===== config.mk =====
export PLATFORM = sky130hd
export DESIGN_NAME = riscv_ifetch
export DESIGN_NICKNAME = d
export VERILOG_FILES = /design/src/rtl/riscv_ifetch.sv
export SDC_FILE = /design/constraint.sdc
export NUM_CORES = 1
export LEC_CHECK = 0
export CAP_MARGIN = 0
export CORE_UTILIZATION = 54
export CTS_CLUSTER_SIZE = 30
export DETAILED_ROUTE_END_ITERATION = 12
export PLACE_DENSITY_LB_ADDON = 0.15
export SYNTH_ARGS = -nofsm -noshare
export SYNTH_HDL_FRONTEND = slang
export SYNTH_SLANG_ARGS = --single-unit
export TNS_END_PERCENT = 5

===== constraint.sdc =====
create_clock -name clk -period 5.27 [get_ports clk]
set_input_delay 1.054 -clock clk [delete_from_list [all_inputs] [get_ports clk]]
set_output_delay 1.054 -clock clk [all_outputs]
set_load 0.05 [all_outputs]

===== src/rtl/riscv_ifetch.sv =====
// Instruction fetch: PC sequencing, credit-limited imem requests, instruction buffer to decode; optional halt detect via RISCV_IFETCH_HALT_DETECT_EN.
// Latency: request accept at N, response at N+1 or later, id_valid one cycle after the response (no bypass).
// Backpressure: id_ready low fills the buffer; new requests stop once in-flight plus buffered words reach FIFO_DEPTH.
module riscv_ifetch #(
    parameter int                  DATA_WIDTH      = 32,
    parameter logic [DATA_WIDTH-1:0] RESET_PC      = '0,
    parameter int                  FIFO_DEPTH      = 2,
    parameter int                  MAX_OUTSTANDING = 2
) (
    input  logic                  clk,
    input  logic                  rst_n,
    output logic                  imem_req_valid,
    input  logic                  imem_req_ready,
    output logic [DATA_WIDTH-1:0] imem_req_addr,
    input  logic                  imem_rsp_valid,
    input  logic [DATA_WIDTH-1:0] imem_rsp_data,
    input  logic                  redirect_valid,
    input  logic [DATA_WIDTH-1:0] redirect_pc,
    output logic                  id_valid,
    input  logic                  id_ready,
    output logic [DATA_WIDTH-1:0] id_instr,
    output logic [DATA_WIDTH-1:0] id_pc,
    output logic                  halted
);

    localparam int FAW = $clog2(FIFO_DEPTH);
    localparam int CW  = $clog2(FIFO_DEPTH + 1);
    localparam int PAW = (MAX_OUTSTANDING > 1) ? $clog2(MAX_OUTSTANDING) : 1;
    localparam int OW  = $clog2(MAX_OUTSTANDING + 1);

    typedef enum logic [1:0] {IDLE, RUN, HALT} state_t;

    state_t                state, state_nxt;
    logic [DATA_WIDTH-1:0] fetch_pc;
    logic [DATA_WIDTH-1:0] fifo_instr [FIFO_DEPTH];
    logic [DATA_WIDTH-1:0] fifo_pc    [FIFO_DEPTH];
    logic [FAW-1:0]        fifo_wr, fifo_rd;
    logic [CW-1:0]         fifo_cnt;
    logic [DATA_WIDTH-1:0] pend_pc    [MAX_OUTSTANDING];
    logic [PAW-1:0]        pend_wr, pend_rd;
    logic [OW-1:0]         outstanding, outstanding_nxt, drop_cnt;
    logic [DATA_WIDTH-1:0] last_instr, last_pc;
    logic                  req_fire, rsp_drop, push, pop, halt_hit, flush_pend, credit_ok;

    assign req_fire        = imem_req_valid & imem_req_ready;
    assign rsp_drop        = imem_rsp_valid & (drop_cnt != '0);
    assign push            = imem_rsp_valid & ~rsp_drop;
    assign pop             = id_valid & id_ready;
    assign outstanding_nxt = outstanding + OW'(req_fire) - OW'(imem_rsp_valid);
    assign credit_ok       = (32'(outstanding) + 32'(fifo_cnt)) < 32'(FIFO_DEPTH);

`ifdef RISCV_IFETCH_HALT_DETECT_EN
    localparam logic [DATA_WIDTH-1:0] HALT_WORD = DATA_WIDTH'(32'h0000_006F);
    assign halt_hit = push & (state == RUN) & (imem_rsp_data == HALT_WORD);
`else
    assign halt_hit = 1'b0;
`endif
    // Entering HALT also turns every request still in flight into a drop.
    assign flush_pend = redirect_valid | halt_hit;

    assign imem_req_addr = fetch_pc;
    assign id_valid      = (fifo_cnt != '0);
    assign id_instr      = id_valid ? fifo_instr[fifo_rd] : last_instr;
    assign id_pc         = id_valid ? fifo_pc[fifo_rd]    : last_pc;

    always_ff @(posedge clk or negedge rst_n) begin
        if (!rst_n) state <= IDLE;
        else        state <= state_nxt;
    end

    always_comb begin
        state_nxt = state;
        unique case (state)
            IDLE:    state_nxt = RUN;
            RUN:     state_nxt = redirect_valid ? RUN : (halt_hit ? HALT : RUN);
            HALT:    state_nxt = redirect_valid ? RUN : HALT;
            default: state_nxt = IDLE;
        endcase
    end

    always_comb begin
        imem_req_valid = (state == RUN) & ~redirect_valid &
                         (outstanding < OW'(MAX_OUTSTANDING)) & credit_ok;
`ifdef RISCV_IFETCH_HALT_DETECT_EN
        halted = (state == HALT) & (fifo_cnt == '0) & (outstanding == '0);
`else
        halted = 1'b0;
`endif
    end

    always_ff @(posedge clk or negedge rst_n) begin
        if (!rst_n) begin
            fetch_pc    <= RESET_PC;
            fifo_wr     <= '0;
            fifo_rd     <= '0;
            fifo_cnt    <= '0;
            pend_wr     <= '0;
            pend_rd     <= '0;
            outstanding <= '0;
            drop_cnt    <= '0;
            last_instr  <= '0;
            last_pc     <= '0;
        end else begin
            outstanding <= outstanding_nxt;
            if (redirect_valid)
                fetch_pc <= {redirect_pc[DATA_WIDTH-1:2], 2'b00};
            else if (req_fire)
                fetch_pc <= fetch_pc + DATA_WIDTH'(4);

            if (flush_pend) begin
                drop_cnt <= outstanding_nxt;
                pend_wr  <= '0;
                pend_rd  <= '0;
            end else begin
                if (rsp_drop) drop_cnt <= drop_cnt - OW'(1);
                if (req_fire) pend_wr <= (pend_wr == PAW'(MAX_OUTSTANDING - 1)) ? '0 : pend_wr + PAW'(1);
                if (push)     pend_rd <= (pend_rd == PAW'(MAX_OUTSTANDING - 1)) ? '0 : pend_rd + PAW'(1);
            end

            // A handshake in the redirect cycle still counts; the flush just discards the rest.
            if (redirect_valid) begin
                fifo_wr  <= '0;
                fifo_rd  <= '0;
                fifo_cnt <= '0;
            end else begin
                if (push) fifo_wr <= fifo_wr + FAW'(1);
                if (pop)  fifo_rd <= fifo_rd + FAW'(1);
                fifo_cnt <= fifo_cnt + CW'(push) - CW'(pop);
            end

            if (id_valid) begin
                last_instr <= id_instr;
                last_pc    <= id_pc;
            end
        end
    end

    always_ff @(posedge clk) begin
        if (push) begin
            fifo_instr[fifo_wr] <= imem_rsp_data;
            fifo_pc[fifo_wr]    <= pend_pc[pend_rd];
        end
        if (req_fire) pend_pc[pend_wr] <= fetch_pc;
    end

endmodule


==> flow_summary_export.csv <==
group,metric,value,unit
global_route,antenna_found_initial,0,
setup_path,path_class,"reg -> out",
final_layout,fin_cells,1308,
setup_path,crit_path_max_fanout,60,
timing,tightest_slew,0.978,ns
synth,syn_area_per_cell,13.6,um2
setup_path,crit_required,4.22,ns
synth,ys_seq_area_frac,0.708,
synth,netlist_instances,846,
floorplan,rows,53,
detailed_routing,antenna_left,0,
clocking,clockBufferDepth,3,
timing,rsz0062_at_grt,"no",
synth,async_reset_ff_frac,0.366,
place,portBuffers,163,
detailed_routing,drc,0,
synth,synth_top_area_share,0.479,
timing,finalSetupTns,0,ns
setup_path,worstReg2RegStart,"fifo_cnt[0]",
clocking,cts_tree,"built",
setup_path,worstPathArrival,3.13,ns
synth,synth_flop_cell,"edfxtp_1",
global_route,grt_pass1_vias,6825,
synth,ys_ff_latch,290,
clocking,cts_sinks,290,
timing,hold_violations,0,
clocking,h-tree-depth,1,
timing,clock_skew,0.00688,ns
setup_path,r2r_slack,2.04,ns
detailed_routing,dr.pass1.iters,5,
detailed_routing,drt-initial-drc-count,342,
final_layout,areaGrowthSynthToFinish,25.1,%
floorplan,dieHeight,148,um
place,place.detailed.hpwl,13900,um
timing,fmax,0.239,GHz
place,finalWeightedCongestion,0.785,
final_layout,antenna_cells,0,
detailed_routing,drt_wl_total,22200,um
floorplan,core-area,0.0210,mm2
flow_run,max_cap_viol_count,0,
clocking,cts_root_buffer,"clkbuf_16",
final_layout,drive_gt1_frac,0.0978,
synth,synth_edf_count,184,
floorplan,pin_count,169,
timing,layout_min_cycle_time,4.18,ns
power,vdd_ir_drop_max,296,uV
global_route,grt_max_degree,61,
floorplan,start_util,0.549,
detailed_routing,via_count,7200,
clocking,insertion_delay,0.52,ns
timing,slew_violations,0,
global_route,grt_pass1_wl,35900,um
setup_path,rr_endpoint,"drop_cnt[1]",
final_layout,final_nets,1088,
clocking,cts.hold.buffers_added,0,
synth,yosysWarnings,0,
clocking,clkTransAtPathRegs,0.06,ns
clocking,post_cts_resize_count,0,
power,powerDensity,645,mW/mm2
setup_path,worstSetupStartpointType,"flop",
floorplan,die_area,0.0220,mm2
global_route,grt_overflow_total,0,
synth,yosysUniqueCellTypes,45,
synth,yosysTopAreaCell,"edfxtp_1",
detailed_routing,post_drt_wl_per_cell,17.0,um
worst_hold_path,hp-class,"in -> async",
power,leakage,5.30,nW
timing,worst_slew_margin_rel,0.348,
status,status,"finished clean",
floorplan,die-width,148,um
synth,syn-cell-area,0.0115,mm2
place,place_inst,1255,
synth,synth.area.top_cells,"edfxtp_1 48%, dfrtp_1 23%, o21ai_0 6.2%",
clocking,post_cts_buffers,0,
timing,finalCritPeriodShare,0.793,
setup_path,cp-end-kind,"primary output",
timing,setup_violations,0,
detailed_routing,viasPerCell,5.50,
global_route,grt_usage,0.207,
setup_path,reg2regPathDepth,12,
clocking,numCtsBuffers,29,
## critical path, stage by stage (launching register included)
cell             delay (ns)
dfrtp_1                0.46
nor2_4                 0.76
buf_12                 0.30
nand2_1                0.10
o21ai_0                0.11
clkdlybuf4s50_1        0.85
## power by group
part           switching, mW  leakage [nW]  internal [mW]
Combinational           2.72          1.86           1.32
Clock                  0.804         0.460           1.20
Sequential             0.279          2.99           3.00
Total                   3.81          5.30           5.52
## per-layer routing
metal / vias to the layer above / part of all wire / global-route usage
met5: - / 0 / 0
met4: 0 / 0.014 / 0.0459
met2: 233 / 0.47 / 0.336
li1: 3454 / - / -
met1: 3485 / 0.46 / 0.301
met3: 28 / 0.056 / 0.0270
## cell families (layout without fill, tap and decap cells)
kind of cell    Yosys count  after routing  share of synthesized area
buf+inv                  61            246                     0.0213
simple gates            201            201                     0.0821
mux                      94             94                     0.0847
fa+ha+maj                 7              7                    0.00824
xor+xnor                  9              9                    0.00683
other cells               1              3                   0.000325
compound gates          183            183                     0.0881
flops                   290            290                      0.708
## cell usage after synthesis (11+ instances only)
| cell | count |
|---|---|
| and2_1 | 13 |
| clkbuf_1 | 35 |
| dfrtp_1 | 106 |
| edfxtp_1 | 184 |
| inv_1 | 12 |
| mux2_2 | 30 |
| mux2i_1 | 64 |
| nand2_1 | 101 |
| nand3_1 | 24 |
| nand4_1 | 11 |
| nor2_1 | 23 |
| o21ai_0 | 142 |
## stage by stage
step                worst slack [ns]  utilization  cell area (um2)  hold slack, ns  total power, mW
floorplan                       1.02            -            11600           0.439             6.03
global placement                1.63        0.643            13500           0.450             7.31
detailed placement              1.58        0.643            13500           0.460             7.39
CTS                             1.02        0.687            14400           0.372             9.40
global route                   0.857        0.687            14400           0.375             9.79
finish                          1.09        0.687            14400           0.381             9.32
## placed cells by master, fill, tap and decap left out, drive strengths merged, types with 9 or more instances in the layout
cell type	Yosys	layout
inv	13	13
nand2	101	101
edfxtp	184	184
clkinv	0	9
buf	13	19
dfrtp	106	106
nand4	11	11
nor2	23	23
and2	13	13
clkbuf	35	41
mux2i	64	64
nand3	24	24
clkdlybuf4s50	0	161
o211ai	10	10
mux2	30	30
o21ai	142	142
## how the worst max path moves through the flow
stage	startpoint	endpoint	slack [ns]
5_1_grt	fifo_cnt[1]	id_pc[4]	0.86
2_1_floorplan	imem_rsp_valid	fifo_instr[0][0]	1.02
6_report	fifo_cnt[1]	id_pc[4]	1.09
4_1_cts	fifo_cnt[1]	id_pc[11]	1.02
3_5_place_dp	fifo_cnt[1]	id_pc[19]	1.58
3_3_place_gp	fifo_cnt[1]	id_pc[4]	1.63
## area by class of cell
class	instances	area (um2)
sequential	290	8180
fill	1472	6580
multi-input combinational	497	3150
timing repair buffer	180	1790
clock buffer	41	801
tap	275	344
clock inverter	12	131
inverter	13	48.8
## state kept, by name, summed over array words and instances, names as in the netlist
name and cells:
drop_cnt 2, fifo_cnt 2, fifo_instr 64, fifo_pc 60, fifo_rd 1, fifo_wr 1
imem_req_addr 30, last_instr 32, last_pc 32, outstanding 2, pend_pc 60, pend_rd 1
pend_wr 1, state 2
No activity file was read; power rests on OpenSTA's default activity.
==> variant 1 (same flow settings) <==
Re-encode `state_t` (3 states) as one-hot, 3 bits wide.
--- a/src/rtl/riscv_ifetch.sv
+++ b/src/rtl/riscv_ifetch.sv
@@ -30,3 +30,3 @@
 
-    typedef enum logic [1:0] {IDLE, RUN, HALT} state_t;
+    typedef enum logic [2:0] {IDLE = 3'b001, RUN = 3'b010, HALT = 3'b100} state_t;
 
Behaviour: no difference found for any inputs over 4 cycles, from zero or initial values and one cycle with rst_n low; so few cycles prove little.
==> variant 1 against the unedited design <==
  * Critical path depth stayed put
  * Register-to-register slack worse by 170 ps
  * Sequential cell count is 1 higher
  * Via count is 2.1% higher
  * Synthesized cell count is 1.7% higher
  * Die area is 2.3% higher
  * Cell area is 1.1% higher
  * Wire length is 3.6% higher
  * Total power is 1.3% lower
  * Worst setup slack worse by 100 ps
  * Synthesized area is 2.3% higher
==> variant 1: results (changes against the unedited design) <==
| Metric | Value |
|---|---|
| Status | `finished clean (unchanged)` |
| Synth top area cells | `edfxtp_1 47%, dfrtp_1 22%, o21ai_0 5.9%, mux2i_1 5.5%, mux2_2 3.0% (was edfxtp_1 48%, dfrtp_1 23%, o21ai_0 6.2%, mux2i_1 5.5%, nand2_1 3.3%)` |
| Class of the worst hold path | `flop to flop (was primary input to async pin)` |
| DP HPWL | `14700 um (was 13900 um)` |
| Iteration-0 DRC Markers | `365 (was 342)` |
| Slowest cell on crit path | `clkdlybuf4s50_1 (unchanged)` |
| Worst-Margin Slew | `998 ps (was 978 ps)` |
| Port Buffers | `163 (unchanged)` |
| WP data arrival | `3230 ps (was 3130 ps)` |
| Clock Latency Late Sink | `540 ps (was 520 ps)` |
| Proportion of layout cells with a drive suffix above 1 | `9.67% (was 9.78%)` |
| Largest regs | `fifo_instr x64, fifo_pc x60, pend_pc x60 (unchanged)` |
| Total grt overflow | `0 (unchanged)` |
| Distinct cells, synth | `58 (was 45)` |
| Pre-CTS setup slack | `1420 ps (was 1580 ps)` |
| Largest net degree at the start of global routing | `67 (was 61)` |
| Vias | `7354 (was 7200)` |
| Wire per inst | `17.4 um (was 17.0 um)` |
| Clock tree root driver cell | `clkbuf_16 (unchanged)` |
| Top post-synthesis cells by count | `184 x edfxtp_1, 139 x o21ai_0, 106 x dfrtp_1, 89 x nand2_1, 65 x mux2i_1 (was 184 x edfxtp_1, 142 x o21ai_0, 106 x dfrtp_1, 101 x nand2_1, 64 x mux2i_1)` |
| Global-route wire length before repair | `36600 um (was 35900 um)` |
| Number of global-route vias before repair | `7047 (was 6825)` |
| Setup Skew | `11.9 ps (was 6.88 ps)` |
| Cts repair resizes | `0 (unchanged)` |
| CP Max Fanout | `44 (was 60)` |
| 1st-pass router iterations | `5 (unchanged)` |
| Sequential area share after synthesis | `69.4% (was 70.8%)` |
| Async set-reset flop share out of synthesis | `36.8% (was 36.6%)` |
| Reg2Reg Launch Point | `fifo_cnt[0]$_DFF_PN0_ (unchanged)` |
| Max incr delay on CP | `830 ps (was 850 ps)` |
| Reg2reg setup slack | `1870 ps (was 2040 ps)` |
| Gr usage total | `20.8% (was 20.7%)` |
| GPL Wtd Cong | `0.824 (was 0.785)` |
| Max VDD drop | `0.274 mV (was 0.296 mV)` |
| Static Leak | `5.32 nW (was 5.30 nW)` |
| Fin nets | `1099 (was 1088)` |
| CTS HTree Levels | `1 (unchanged)` |
| Number of fillers in the final layout | `1506 (was 1472)` |
==> variant 1: cell types whose count changed in the layout (fill, tap and decap cells not counted), sizes merged, moves of 6 or more <==
cell and change:
a221o +6, and4 +6, nand2 -12, nand3 -8
==> variant 1: critical path: cells and delay by family, from the launching register on <==
kind                   cells  cell delay, ps
AO/OA/AOI/OAI              1             100
buffers and inverters      2            1300
AND/OR/NAND/NOR            2             820
flip-flops                 1             450
==> variant 1: logic make-up after synthesis <==
kind of cell	synth area share (%)
AO/OA/AOI/OAI	8.79
XOR/XNOR	0.890
adder cells (fa/ha/maj)	0.805
buffers and inverters	2.39
flip-flops	69.4
multiplexers	8.56
other	0.0317
AND/OR/NAND/NOR	9.11
==> variant 1: worst max-delay path by stage <==
stage | startpoint | end | slack (ps) | cells past startpoint
after floorplan | imem_rsp_valid | fifo_instr[0][0]$_DFFE_PP_ | 1020 | 2
after global placement | imem_req_ready | drop_cnt[1]$_DFFE_PN0P_ | 1450 | 11
after detailed placement | imem_req_ready | drop_cnt[1]$_DFFE_PN0P_ | 1420 | 11
after CTS | fifo_cnt[1]$_DFF_PN0_ | id_instr[2] | 920 | 5
after global routing | fifo_cnt[1]$_DFF_PN0_ | id_instr[2] | 700 | 5
final | fifo_cnt[1]$_DFF_PN0_ | id_instr[2] | 990 | 5
==> variant 1: stage by stage <==
stage	power, W	std cells	hold WS (ps)	cell area [um2]
after floorplan	0.00606	862	439	11800
after global placement	0.00730	1266	451	13700
after detailed placement	0.00738	1266	460	13700
after CTS	0.00929	1320	473	14600
after global routing	0.00968	1320	494	14600
final	0.00920	1320	467	14600
==> variant 1: area by class of cell <==
cell class | instances | area, um2 | share of cell area [%]
clock inverter | 13 | 93.8 | 0.643
timing repair buffer | 178 | 1760 | 12.1
sequential | 291 | 8210 | 56.2
inverter | 14 | 55.1 | 0.377
tap | 275 | 344 | 2.36
clock buffer | 41 | 781 | 5.35
multi-input combinational | 508 | 3360 | 23.0
==> variant 1: routing by layer <==
| layer | part of all wire, % | up-vias | global-route usage, % |
|---|---|---|---|
| met5 | 0 | - | 0 |
| met2 | 47 | 269 | 34.4 |
| li1 | - | 3540 | - |
| met3 | 7.2 | 30 | 3.63 |
| met4 | 1.4 | 0 | 4.70 |
| met1 | 44 | 3515 | 28.8 |
==> variant 1: where the power goes <==
| group | switching [W] | total, W | internal, W | leakage [nW] |
|---|---|---|---|---|
| Sequential | 0.000298 | 0.00331 | 0.00301 | 2.99 |
| Combinational | 0.00270 | 0.00401 | 0.00131 | 1.90 |
| Clock | 0.000811 | 0.00189 | 0.00108 | 0.424 |
==> variant 2 (config.mk and constraints unchanged) <==
Without the edit above. Set the parameter `DATA_WIDTH` to 64 (it was 32).
--- a/src/rtl/riscv_ifetch.sv
+++ b/src/rtl/riscv_ifetch.sv
@@ -4,3 +4,3 @@
 module riscv_ifetch #(
-    parameter int                  DATA_WIDTH      = 32,
+    parameter int                  DATA_WIDTH      = 64,
     parameter logic [DATA_WIDTH-1:0] RESET_PC      = '0,
Interface: changed (5 resized); port bits go from 169 to 329. No check against the original RTL was run, so the function may have changed too.
==> variant 2 against the unedited design <==
  * Cell area increased by 100%
  * Synthesized area up 100%
  * Total power increased by 99%
  * Largest cell class unchanged
  * Wire length rose by 140%
  * Count of clock-buffer cells in the layout rose by 46
  * Hold slack gained 83 ps
  * Sequential cell count is 288 higher
  * Highest routed layer is now met5
  * Worst setup slack got worse by 240 ps
==> variant 2: results (changes against the unedited design) <==
| Metric | Value |
|---|---|
| Static Leak | `10.3 nW (was 5.30 nW)` |
| Register share of total power | `35.3% (was 35.2%)` |
| M2 GR Usage | `40.2% (was 33.6%)` |
| Sequential area share after synthesis | `70.2% (was 70.8%)` |
| Power Combinational | `0.00821 W (was 0.00404 W)` |
| Clock Latency Late Sink | `610 ps (was 520 ps)` |
| Gr usage total | `24.6% (was 20.7%)` |
| Status | `finished clean (unchanged)` |
| Met3 usage | `4.85% (was 2.70%)` |
| DR WL met2 | `26200 um (was 10500 um)` |
| Top post-synthesis cells by count | `376 x edfxtp_1, 277 x o21ai_0, 202 x dfrtp_1, 202 x nand2_1, 137 x mux2i_1 (was 184 x edfxtp_1, 142 x o21ai_0, 106 x dfrtp_1, 101 x nand2_1, 64 x mux2i_1)` |
| DP HPWL | `35000 um (was 13900 um)` |
| Largest net degree at the start of global routing | `282 (was 61)` |
| Max VDD drop | `0.462 mV (was 0.296 mV)` |
| Largest regs | `fifo_instr x128, fifo_pc x124, pend_pc x124 (was fifo_instr x64, fifo_pc x60, pend_pc x60)` |
| GPL Wtd Cong | `0.872 (was 0.785)` |
| Port Buffers | `323 (was 163)` |
| Internal | `0.0107 W (was 0.00552 W)` |
| Wire per inst | `20.7 um (was 17.0 um)` |
| CP Max Fanout | `40 (was 60)` |
| Global-route wire length before repair | `83000 um (was 35900 um)` |
| Synth Area in Compound Gates | `9.01% (was 8.81%)` |
| Worst Setup EP | `id_instr[63] (was id_pc[4])` |
| Max incr delay on CP | `970 ps (was 850 ps)` |
| Slowest cell on crit path | `dfrtp_4 (was clkdlybuf4s50_1)` |
| Iteration-0 DRC Markers | `1431 (was 342)` |
| Synth top area cells | `edfxtp_1 48%, dfrtp_1 22%, o21ai_0 6.0%, mux2i_1 5.9%, nand2_1 3.3% (was edfxtp_1 48%, dfrtp_1 23%, o21ai_0 6.2%, mux2i_1 5.5%, nand2_1 3.3%)` |
variant 2: cell count changes after synthesis, moves of 13 or more:
cell and delta:
nor4_1 +13, o211ai_1 +21, o21ai_0 +135, clkbuf_1 +38
nand2_1 +101, dfrtp_1 +96, nand4_1 +27, nand3_1 +18
edfxtp_1 +192, mux2_2 +32, mux2i_1 +73
variant 2: metrics by stage:
step / hold slack, ps / TNS [ps] / setup slack (ps) / cells
2_1_floorplan: 416 / -6050 / -97.6 / 1713
6_report: 464 / 0 / 853 / 2605
5_1_grt: 486 / 0 / 708 / 2605
4_1_cts: 470 / 0 / 831 / 2605
3_3_place_gp: 430 / 0 / 1400 / 2498
3_5_place_dp: 458 / 0 / 1410 / 2498
variant 2: layout make-up:
type                            instances  area, um2  share of cell area, %
Tap cell                              539        674                   2.34
Clock buffer                           87       1670                   5.79
Inverter                               18       67.6                  0.234
Timing Repair Buffer                  346       3490                   12.1
Multi-Input combinational cell       1017       6510                   22.5
Clock inverter                         20       98.8                  0.342
Sequential cell                       578      16400                   56.6
